$ cat config.mk
export PLATFORM = sky130hd
export DESIGN_NAME = axi4_rw_arbiter_flat
export DESIGN_NICKNAME = d
export VERILOG_FILES = /design/src/rtl/axi4_rw_arbiter_if.sv /design/src/rtl/axi4_rw_arbiter.sv /design/src/flat_wrapper.sv
export SDC_FILE = /design/constraint.sdc
export NUM_CORES = 1
export LEC_CHECK = 0
export CORE_MARGIN = 8
export CORE_UTILIZATION = 33
export DETAILED_ROUTE_END_ITERATION = 6
export PLACE_DENSITY = 0.73
export RECOVER_POWER = 50
export SYNTH_ARGS = -nofsm -noshare
export SYNTH_HDL_FRONTEND = slang
export SYNTH_SLANG_ARGS = --single-unit
$ cat constraint.sdc
create_clock -name i_aclk -period 3.4 [get_ports i_aclk]
set_input_delay 0.34 -clock i_aclk [delete_from_list [all_inputs] [get_ports i_aclk]]
set_output_delay 0.34 -clock i_aclk [all_outputs]
set_load 0.01 [all_outputs]
$ cat src/rtl/axi4_rw_arbiter_if.sv
// Bundle for the two-requester front end and the single-beat AXI4 master port.
// The master modport is the arbiter's view; slave is the environment's view.
interface axi4_rw_arbiter_if;
  logic [1:0]  req_valid;
  logic [1:0]  req_ready;
  logic [1:0]  req_write;
  logic [31:0] req_addr0;
  logic [31:0] req_addr1;
  logic [31:0] req_wdata0;
  logic [31:0] req_wdata1;
  logic [3:0]  req_wstrb0;
  logic [3:0]  req_wstrb1;
  logic        rsp_valid;
  logic        rsp_id;
  logic [31:0] rsp_rdata;
  logic        rsp_err;

  logic        arvalid;
  logic        arready;
  logic [31:0] araddr;
  logic        arlen;
  logic        arsize;
  logic        rvalid;
  logic        rready;
  logic [31:0] rdata;
  logic [1:0]  rresp;
  logic        awvalid;
  logic        awready;
  logic [31:0] awaddr;
  logic        awlen;
  logic        awsize;
  logic        wvalid;
  logic        wready;
  logic [31:0] wdata;
  logic [3:0]  wstrb;
  logic        bvalid;
  logic        bready;
  logic [1:0]  bresp;

  modport master (
    input  req_valid, req_write, req_addr0, req_addr1, req_wdata0, req_wdata1,
           req_wstrb0, req_wstrb1,
    output req_ready, rsp_valid, rsp_id, rsp_rdata, rsp_err,
    output arvalid, araddr, arlen, arsize, input arready,
    input  rvalid, rdata, rresp, output rready,
    output awvalid, awaddr, awlen, awsize, input awready,
    output wvalid, wdata, wstrb, input wready,
    input  bvalid, bresp, output bready
  );

  modport slave (
    output req_valid, req_write, req_addr0, req_addr1, req_wdata0, req_wdata1,
           req_wstrb0, req_wstrb1,
    input  req_ready, rsp_valid, rsp_id, rsp_rdata, rsp_err,
    input  arvalid, araddr, arlen, arsize, output arready,
    output rvalid, rdata, rresp, input rready,
    input  awvalid, awaddr, awlen, awsize, output awready,
    input  wvalid, wdata, wstrb, output wready,
    output bvalid, bresp, input bready
  );
endinterface

$ cat src/rtl/axi4_rw_arbiter.sv
// Round-robin (or fixed-priority) arbiter sharing one AXI4 master port between two
// single-beat requesters; one transaction outstanding, one tagged response pulse each.
module axi4_rw_arbiter #(
  parameter int FIXED_PRIO = 0
) (
  input  logic                      i_aclk,
  input  logic                      i_areset,
  axi4_rw_arbiter_if.master         bus
);

  typedef enum logic [2:0] {S_IDLE, S_RADDR, S_RDATA, S_WREQ, S_WRESP} state_t;

  state_t      r_state, w_next;
  logic        r_last;
  logic        r_id;
  logic [31:0] r_addr;
  logic [31:0] r_wdata;
  logic [3:0]  r_wstrb;
  logic        r_aw_done, r_w_done;
  logic        r_rsp_valid, r_rsp_id, r_rsp_err;
  logic [31:0] r_rsp_rdata;

  logic        w_grant, w_accept;
  logic [1:0]  w_req_ready;
  logic        w_awvalid, w_wvalid, w_aw_hs, w_w_hs;

  // Tie goes to whoever was not served last unless fixed priority is selected
  always_comb begin
    w_grant = 1'b0;
    case (bus.req_valid)
      2'b10:   w_grant = 1'b1;
      2'b11:   w_grant = (FIXED_PRIO != 0) ? 1'b0 : ~r_last;
      default: w_grant = 1'b0;
    endcase
  end

  assign w_accept = (r_state == S_IDLE) && (|bus.req_valid);

  always_comb begin
    w_req_ready = 2'b00;
    if (r_state == S_IDLE) w_req_ready[w_grant] = bus.req_valid[w_grant];
  end

  assign w_awvalid = (r_state == S_WREQ) && !r_aw_done;
  assign w_wvalid  = (r_state == S_WREQ) && !r_w_done;
  assign w_aw_hs   = w_awvalid && bus.awready;
  assign w_w_hs    = w_wvalid && bus.wready;

  always_ff @(posedge i_aclk or posedge i_areset) begin
    if (i_areset) r_state <= S_IDLE;
    else          r_state <= w_next;
  end

  always_comb begin
    w_next = r_state;
    case (r_state)
      S_IDLE:  if (w_accept) w_next = bus.req_write[w_grant] ? S_WREQ : S_RADDR;
      S_RADDR: if (bus.arready) w_next = S_RDATA;
      S_RDATA: if (bus.rvalid) w_next = S_IDLE;
      S_WREQ:  if ((r_aw_done || w_aw_hs) && (r_w_done || w_w_hs)) w_next = S_WRESP;
      S_WRESP: if (bus.bvalid) w_next = S_IDLE;
      default: w_next = S_IDLE;
    endcase
  end

  always_ff @(posedge i_aclk or posedge i_areset) begin
    if (i_areset) begin
      r_last      <= 1'b1;
      r_id        <= 1'b0;
      r_addr      <= '0;
      r_wdata     <= '0;
      r_wstrb     <= '0;
      r_aw_done   <= 1'b0;
      r_w_done    <= 1'b0;
      r_rsp_valid <= 1'b0;
      r_rsp_id    <= 1'b0;
      r_rsp_err   <= 1'b0;
      r_rsp_rdata <= '0;
    end else begin
      r_rsp_valid <= 1'b0;
      if (w_accept) begin
        r_id      <= w_grant;
        r_last    <= w_grant;
        r_addr    <= w_grant ? bus.req_addr1  : bus.req_addr0;
        r_wdata   <= w_grant ? bus.req_wdata1 : bus.req_wdata0;
        r_wstrb   <= w_grant ? bus.req_wstrb1 : bus.req_wstrb0;
        r_aw_done <= 1'b0;
        r_w_done  <= 1'b0;
      end
      if (w_aw_hs) r_aw_done <= 1'b1;
      if (w_w_hs)  r_w_done  <= 1'b1;
      if (r_state == S_RDATA && bus.rvalid) begin
        r_rsp_valid <= 1'b1;
        r_rsp_id    <= r_id;
        r_rsp_rdata <= bus.rdata;
        r_rsp_err   <= (bus.rresp != 2'b00);
      end
      if (r_state == S_WRESP && bus.bvalid) begin
        r_rsp_valid <= 1'b1;
        r_rsp_id    <= r_id;
        r_rsp_rdata <= '0;
        r_rsp_err   <= (bus.bresp != 2'b00);
      end
    end
  end

  assign bus.req_ready = w_req_ready;
  assign bus.rsp_valid = r_rsp_valid;
  assign bus.rsp_id    = r_rsp_id;
  assign bus.rsp_rdata = r_rsp_rdata;
  assign bus.rsp_err   = r_rsp_err;

  assign bus.arvalid = (r_state == S_RADDR);
  assign bus.araddr  = r_addr;
  assign bus.arlen   = 1'b0;
  assign bus.arsize  = 1'b0;
  assign bus.rready  = (r_state == S_RDATA);
  assign bus.awvalid = w_awvalid;
  assign bus.awaddr  = r_addr;
  assign bus.awlen   = 1'b0;
  assign bus.awsize  = 1'b0;
  assign bus.wvalid  = w_wvalid;
  assign bus.wdata   = r_wdata;
  assign bus.wstrb   = r_wstrb;
  assign bus.bready  = (r_state == S_WRESP);

endmodule

$ cat src/flat_wrapper.sv
// flat-port wrapper written by rule: the top's interface ports become plain ports
module axi4_rw_arbiter_flat 
#(
  parameter int FIXED_PRIO = 0
)
  (i_aclk, i_areset, bus_req_valid, bus_req_write, bus_req_addr0, bus_req_addr1, bus_req_wdata0, bus_req_wdata1, bus_req_wstrb0, bus_req_wstrb1, bus_req_ready, bus_rsp_valid, bus_rsp_id, bus_rsp_rdata, bus_rsp_err, bus_arvalid, bus_araddr, bus_arlen, bus_arsize, bus_arready, bus_rvalid, bus_rdata, bus_rresp, bus_rready, bus_awvalid, bus_awaddr, bus_awlen, bus_awsize, bus_awready, bus_wvalid, bus_wdata, bus_wstrb, bus_wready, bus_bvalid, bus_bresp, bus_bready);
  axi4_rw_arbiter_if bus_i ();
  input  logic i_aclk;
  input  logic i_areset;
  input wire logic [$bits(bus_i.req_valid)-1:0] bus_req_valid;
  input wire logic [$bits(bus_i.req_write)-1:0] bus_req_write;
  input wire logic [$bits(bus_i.req_addr0)-1:0] bus_req_addr0;
  input wire logic [$bits(bus_i.req_addr1)-1:0] bus_req_addr1;
  input wire logic [$bits(bus_i.req_wdata0)-1:0] bus_req_wdata0;
  input wire logic [$bits(bus_i.req_wdata1)-1:0] bus_req_wdata1;
  input wire logic [$bits(bus_i.req_wstrb0)-1:0] bus_req_wstrb0;
  input wire logic [$bits(bus_i.req_wstrb1)-1:0] bus_req_wstrb1;
  output wire logic [$bits(bus_i.req_ready)-1:0] bus_req_ready;
  output wire logic [$bits(bus_i.rsp_valid)-1:0] bus_rsp_valid;
  output wire logic [$bits(bus_i.rsp_id)-1:0] bus_rsp_id;
  output wire logic [$bits(bus_i.rsp_rdata)-1:0] bus_rsp_rdata;
  output wire logic [$bits(bus_i.rsp_err)-1:0] bus_rsp_err;
  output wire logic [$bits(bus_i.arvalid)-1:0] bus_arvalid;
  output wire logic [$bits(bus_i.araddr)-1:0] bus_araddr;
  output wire logic [$bits(bus_i.arlen)-1:0] bus_arlen;
  output wire logic [$bits(bus_i.arsize)-1:0] bus_arsize;
  input wire logic [$bits(bus_i.arready)-1:0] bus_arready;
  input wire logic [$bits(bus_i.rvalid)-1:0] bus_rvalid;
  input wire logic [$bits(bus_i.rdata)-1:0] bus_rdata;
  input wire logic [$bits(bus_i.rresp)-1:0] bus_rresp;
  output wire logic [$bits(bus_i.rready)-1:0] bus_rready;
  output wire logic [$bits(bus_i.awvalid)-1:0] bus_awvalid;
  output wire logic [$bits(bus_i.awaddr)-1:0] bus_awaddr;
  output wire logic [$bits(bus_i.awlen)-1:0] bus_awlen;
  output wire logic [$bits(bus_i.awsize)-1:0] bus_awsize;
  input wire logic [$bits(bus_i.awready)-1:0] bus_awready;
  output wire logic [$bits(bus_i.wvalid)-1:0] bus_wvalid;
  output wire logic [$bits(bus_i.wdata)-1:0] bus_wdata;
  output wire logic [$bits(bus_i.wstrb)-1:0] bus_wstrb;
  input wire logic [$bits(bus_i.wready)-1:0] bus_wready;
  input wire logic [$bits(bus_i.bvalid)-1:0] bus_bvalid;
  input wire logic [$bits(bus_i.bresp)-1:0] bus_bresp;
  output wire logic [$bits(bus_i.bready)-1:0] bus_bready;
  assign bus_i.req_valid = bus_req_valid;
  assign bus_i.req_write = bus_req_write;
  assign bus_i.req_addr0 = bus_req_addr0;
  assign bus_i.req_addr1 = bus_req_addr1;
  assign bus_i.req_wdata0 = bus_req_wdata0;
  assign bus_i.req_wdata1 = bus_req_wdata1;
  assign bus_i.req_wstrb0 = bus_req_wstrb0;
  assign bus_i.req_wstrb1 = bus_req_wstrb1;
  assign bus_req_ready = bus_i.req_ready;
  assign bus_rsp_valid = bus_i.rsp_valid;
  assign bus_rsp_id = bus_i.rsp_id;
  assign bus_rsp_rdata = bus_i.rsp_rdata;
  assign bus_rsp_err = bus_i.rsp_err;
  assign bus_arvalid = bus_i.arvalid;
  assign bus_araddr = bus_i.araddr;
  assign bus_arlen = bus_i.arlen;
  assign bus_arsize = bus_i.arsize;
  assign bus_i.arready = bus_arready;
  assign bus_i.rvalid = bus_rvalid;
  assign bus_i.rdata = bus_rdata;
  assign bus_i.rresp = bus_rresp;
  assign bus_rready = bus_i.rready;
  assign bus_awvalid = bus_i.awvalid;
  assign bus_awaddr = bus_i.awaddr;
  assign bus_awlen = bus_i.awlen;
  assign bus_awsize = bus_i.awsize;
  assign bus_i.awready = bus_awready;
  assign bus_wvalid = bus_i.wvalid;
  assign bus_wdata = bus_i.wdata;
  assign bus_wstrb = bus_i.wstrb;
  assign bus_i.wready = bus_wready;
  assign bus_i.bvalid = bus_bvalid;
  assign bus_i.bresp = bus_bresp;
  assign bus_bready = bus_i.bready;
  axi4_rw_arbiter #(.FIXED_PRIO(FIXED_PRIO)) u_core (.i_aclk(i_aclk), .i_areset(i_areset), .bus(bus_i));
endmodule
==> results.txt <==
The power density over the cells came out at 841 nW/um^2. Static timing analysis puts the maximum clock frequency at 346 MHz. The share of async-settable or async-resettable flops after synthesis came out at 100%.

The number of enable-type register cells in the synthesized netlist was 0. Clock skew on the completed layout was measured at 7.90 ps. The slew at the pin with the worst max-slew slack is 2060 ps. Global routing used 18.2% of the available tracks.

The area fraction of the dominant cell type after synthesis was 53.6%; the number of instances in the synthesized netlist was 465. The tools report the starting utilization of the core area as 33.6%. The tree is rooted in a sky130_fd_sc_hd__clkbuf_16. The initial antenna violation count was 1. The logs give 14200 microns for the placed wire-length estimate and 19600 sq um for the floorplan die area. The slowest stage of the critical path belongs to the cell sky130_fd_sc_hd__or3_2. For the length of the first detailed-routing pass in iterations, the log shows 4.

In this run, CTS created clock tree buffers numbering 9. In the final design database the tool counted 916 nets. For the wire length of the first global-routing pass, the log shows 28400 microns.

Setup repair after global routing left no endpoint under its margin. Entering global routing, the biggest net connects 69 pins. For the H-tree level count, the log shows 3. The final hold violation count was 0; the total count of max-transition violations in the final report was 45.

The top flip-flop cell by instance count after synthesis was sky130_fd_sc_hd__dfrtp_1. The delay of the slowest cell on the worst path is 830 ps. The logs give 0 for the post-CTS repair timing setup buffer count and 2 for the buffer levels on the longest clock path.

The number of buffer and inverter instances along the worst setup path was 1. In this run the worst setup path begins at u_core.r_state[0]$_DFFE_PP0P_. The number of hold buffers added after cts is 0, and the horizontal die dimension is 140 microns. The tools report the type of destination of the critical path as an output port. The floorplan die height was 140 microns.

Summed over all layers, the global routing overflow is 0. The maximum vdd drop came out at 0.000392 V. After synthesis, the cell types taking the most area are sky130_fd_sc_hd__dfrtp_1 54%, sky130_fd_sc_hd__a221o_1 13%, sky130_fd_sc_hd__nor3_1 6.8%. The flow ran to the end, but the final reports show violations. The critical path is of the flop to output port type. Of the synthesized area, sequential elements account for 54.1%. In this run, synthesis produced a sequential element count of 110. The register clock-pin slew on the reported worst setup and hold paths came out at 70 ps. The mapped netlist covers 5090 sq um.

Each instance of the synthesized netlist takes up on average 10.9 sq um. Final antenna-violating net count: 0. The setup TNS was 0 ps; the required time at the endpoint of the critical path was 3060 ps.

The tools report the placeable core region as 15100 sq um. The tools report the launching element type of the critical path as a flop. The tools report the relative slew slack as -38.4%. Cells fill 56.1% of the core in the end. Summing over every cut layer, the via total after detailed routing is 4717. The final estimated routing congestion in global placement is 0.762, and the area growth from synthesis to layout is 66.9%. TritonCTS built the clock tree. The post-CTS resize count was 0.

Along the worst path, the maximum fanout reaches 33. The filler cells instantiated in the layout total 1265. The library cell used most frequently in the layout, excluding fill and tap cells, is sky130_fd_sc_hd__clkdlybuf4s50_1.

In the layout the commonest cells are 255 x sky130_fd_sc_hd__clkdlybuf4s50_1, 109 x sky130_fd_sc_hd__dfrtp_1, 71 x sky130_fd_sc_hd__inv_1, 69 x sky130_fd_sc_hd__nor3_1, 69 x sky130_fd_sc_hd__dlygate4sd3_1. CTS saw 110 sinks. The number of different library cells used by synthesis comes to 35. Summed over all instances, the cell type with the most area after synthesis is sky130_fd_sc_hd__dfrtp_1. During placement, the flow inserted port buffers numbering 324.

In this run the count of I/O pins placed on the die edge is 329. The logs give 3.83 nW for the static leakage and 340 ps for the worst-skew pair later-pin latency. The via count of the first global-routing pass is 4978, and the routed wirelength normalized by instance count is 20.3 microns.

After layout, the worst path uses 85.1% of the clock period. The detailed router finished its first iteration with 387 violations. Walking the worst path, the cells encountered are or3_2, nor2_1, clkdlybuf4s50_1. The worst hold path belongs to the class flop to flop.

The number of warnings issued by yosys is 0, and the max-capacitance violation count is 1. The worst path needs 2890 ps of the cycle, external delays included. The number of failing setup endpoints in the final timing report was 0. The startpoint identified for the worst hold timing path is u_core.r_id$_DFFE_PP0P_.

The number of core rows is 45, and the number of antenna repair diodes is 0. Dividing the detail-routed via count by the number of cells gives 5.09. After detailed routing, the total wire length is 18800 microns. In this run the critical register-to-register path is launched from u_core.r_state[0]$_DFFE_PP0P_. After detailed routing, the number of remaining DRC violations is 0. For the worst setup path, the data arrival time is 2550 ps. The kind of cell with the highest combined delay along the critical path is simple AND/OR/NAND/NOR gates.

The checks that failed: max-capacitance violations, max-slew violations. Of the cells placed in the final design, the portion with a size suffix greater than 1 is 4.34%.
registers in the layout, summed over array words and instances, names as in the netlist:
signal / flops
u_core.bus.rsp_err: 1
u_core.r_state: 3
u_core.bus.rsp_rdata: 32
u_core.r_aw_done: 1
u_core.r_last: 1
u_core.bus.araddr: 32
u_core.r_w_done: 1
u_core.bus.wstrb: 4
u_core.r_id: 1
u_core.bus.wdata: 32
u_core.bus.rsp_id: 1
u_core.bus.rsp_valid: 1
logic make-up (layout without fill, tap and decap cells):
family / after synthesis / in the layout / share of synthesized area (%)
flops: 110 / 110 / 54.1
other cells: 1 / 4 / 0.0737
simple gates: 85 / 85 / 8.66
buf+inv: 150 / 420 / 15.2
compound gates: 118 / 118 / 21.7
mux: 1 / 1 / 0.221
metrics by stage:
stage          worst slack [ps]  cell area [sq um]  instances  power (mW)  hold slack, ps
2_1_floorplan               159               5100        468        4.32             429
3_3_place_gp                767               8180        910        6.13             454
3_5_place_dp                707               8180        910        6.20             481
4_1_cts                     460               8500        926        7.39             429
5_1_grt                     400               8490        926        7.53             521
6_report                    506               8490        926        7.14             493
area by class of cell:
class                   instances  area [sq um]  share of cell area [%]
repair buffers                332          3320                    39.0
flip-flops and latches        110          2750                    32.4
inverters                      72           272                    3.20
clock inverters                 5          81.3                   0.958
clock buffers                  11           243                    2.86
multi-input cells             208          1590                    18.8
well taps                     188           235                    2.77
synthesized netlist by cell type, types with 2 or more instances:
cell type,instances
sky130_fd_sc_hd__buf_6,9
sky130_fd_sc_hd__dfrtp_1,109
sky130_fd_sc_hd__o22ai_1,2
sky130_fd_sc_hd__nor3_1,69
sky130_fd_sc_hd__a21oi_1,2
sky130_fd_sc_hd__nor2_1,6
sky130_fd_sc_hd__inv_1,72
sky130_fd_sc_hd__buf_4,36
sky130_fd_sc_hd__a221o_1,68
sky130_fd_sc_hd__buf_1,3
sky130_fd_sc_hd__clkbuf_1,22
sky130_fd_sc_hd__a22o_1,34
sky130_fd_sc_hd__a21o_1,2
sky130_fd_sc_hd__buf_2,8
sky130_fd_sc_hd__nor3b_1,3
metal layers:
| layer | vias up | wire length (microns) | GRT usage (%) |
|---|---|---|---|
| li1 | 2175 | - | - |
| met1 | 2283 | 7310 | 21.1 |
| met2 | 234 | 9460 | 31.7 |
| met3 | 23 | 1660 | 5.54 |
| met4 | 2 | 308 | 5.54 |
| met5 | - | 13 | 0 |
power breakdown:
part | internal, mW | switching [mW] | total, mW
Clock | 0.668 | 0.474 | 1.14
Combinational | 2.04 | 1.58 | 3.63
Sequential | 1.93 | 0.444 | 2.37
path summary, 6_finish.rpt:
check | to | cells past startpoint | slack [ps]
setup reg to reg | u_core.bus.araddr[8]$_DFFE_PP0P_ | 4 | 690
hold reg to reg | u_core.r_id$_DFFE_PP0P_ | 1 | 490
hold / removal | u_core.r_id$_DFFE_PP0P_ | 1 | 490
setup / recovery | bus_req_ready[1] | 3 | 510
min in group asynchronous | u_core.bus.wdata[11]$_DFFE_PP0P_ | 2 | 990
max in group asynchronous | u_core.r_last$_DFFE_PP1P_ | 3 | 1300
Power figures use the tool's default switching activity.
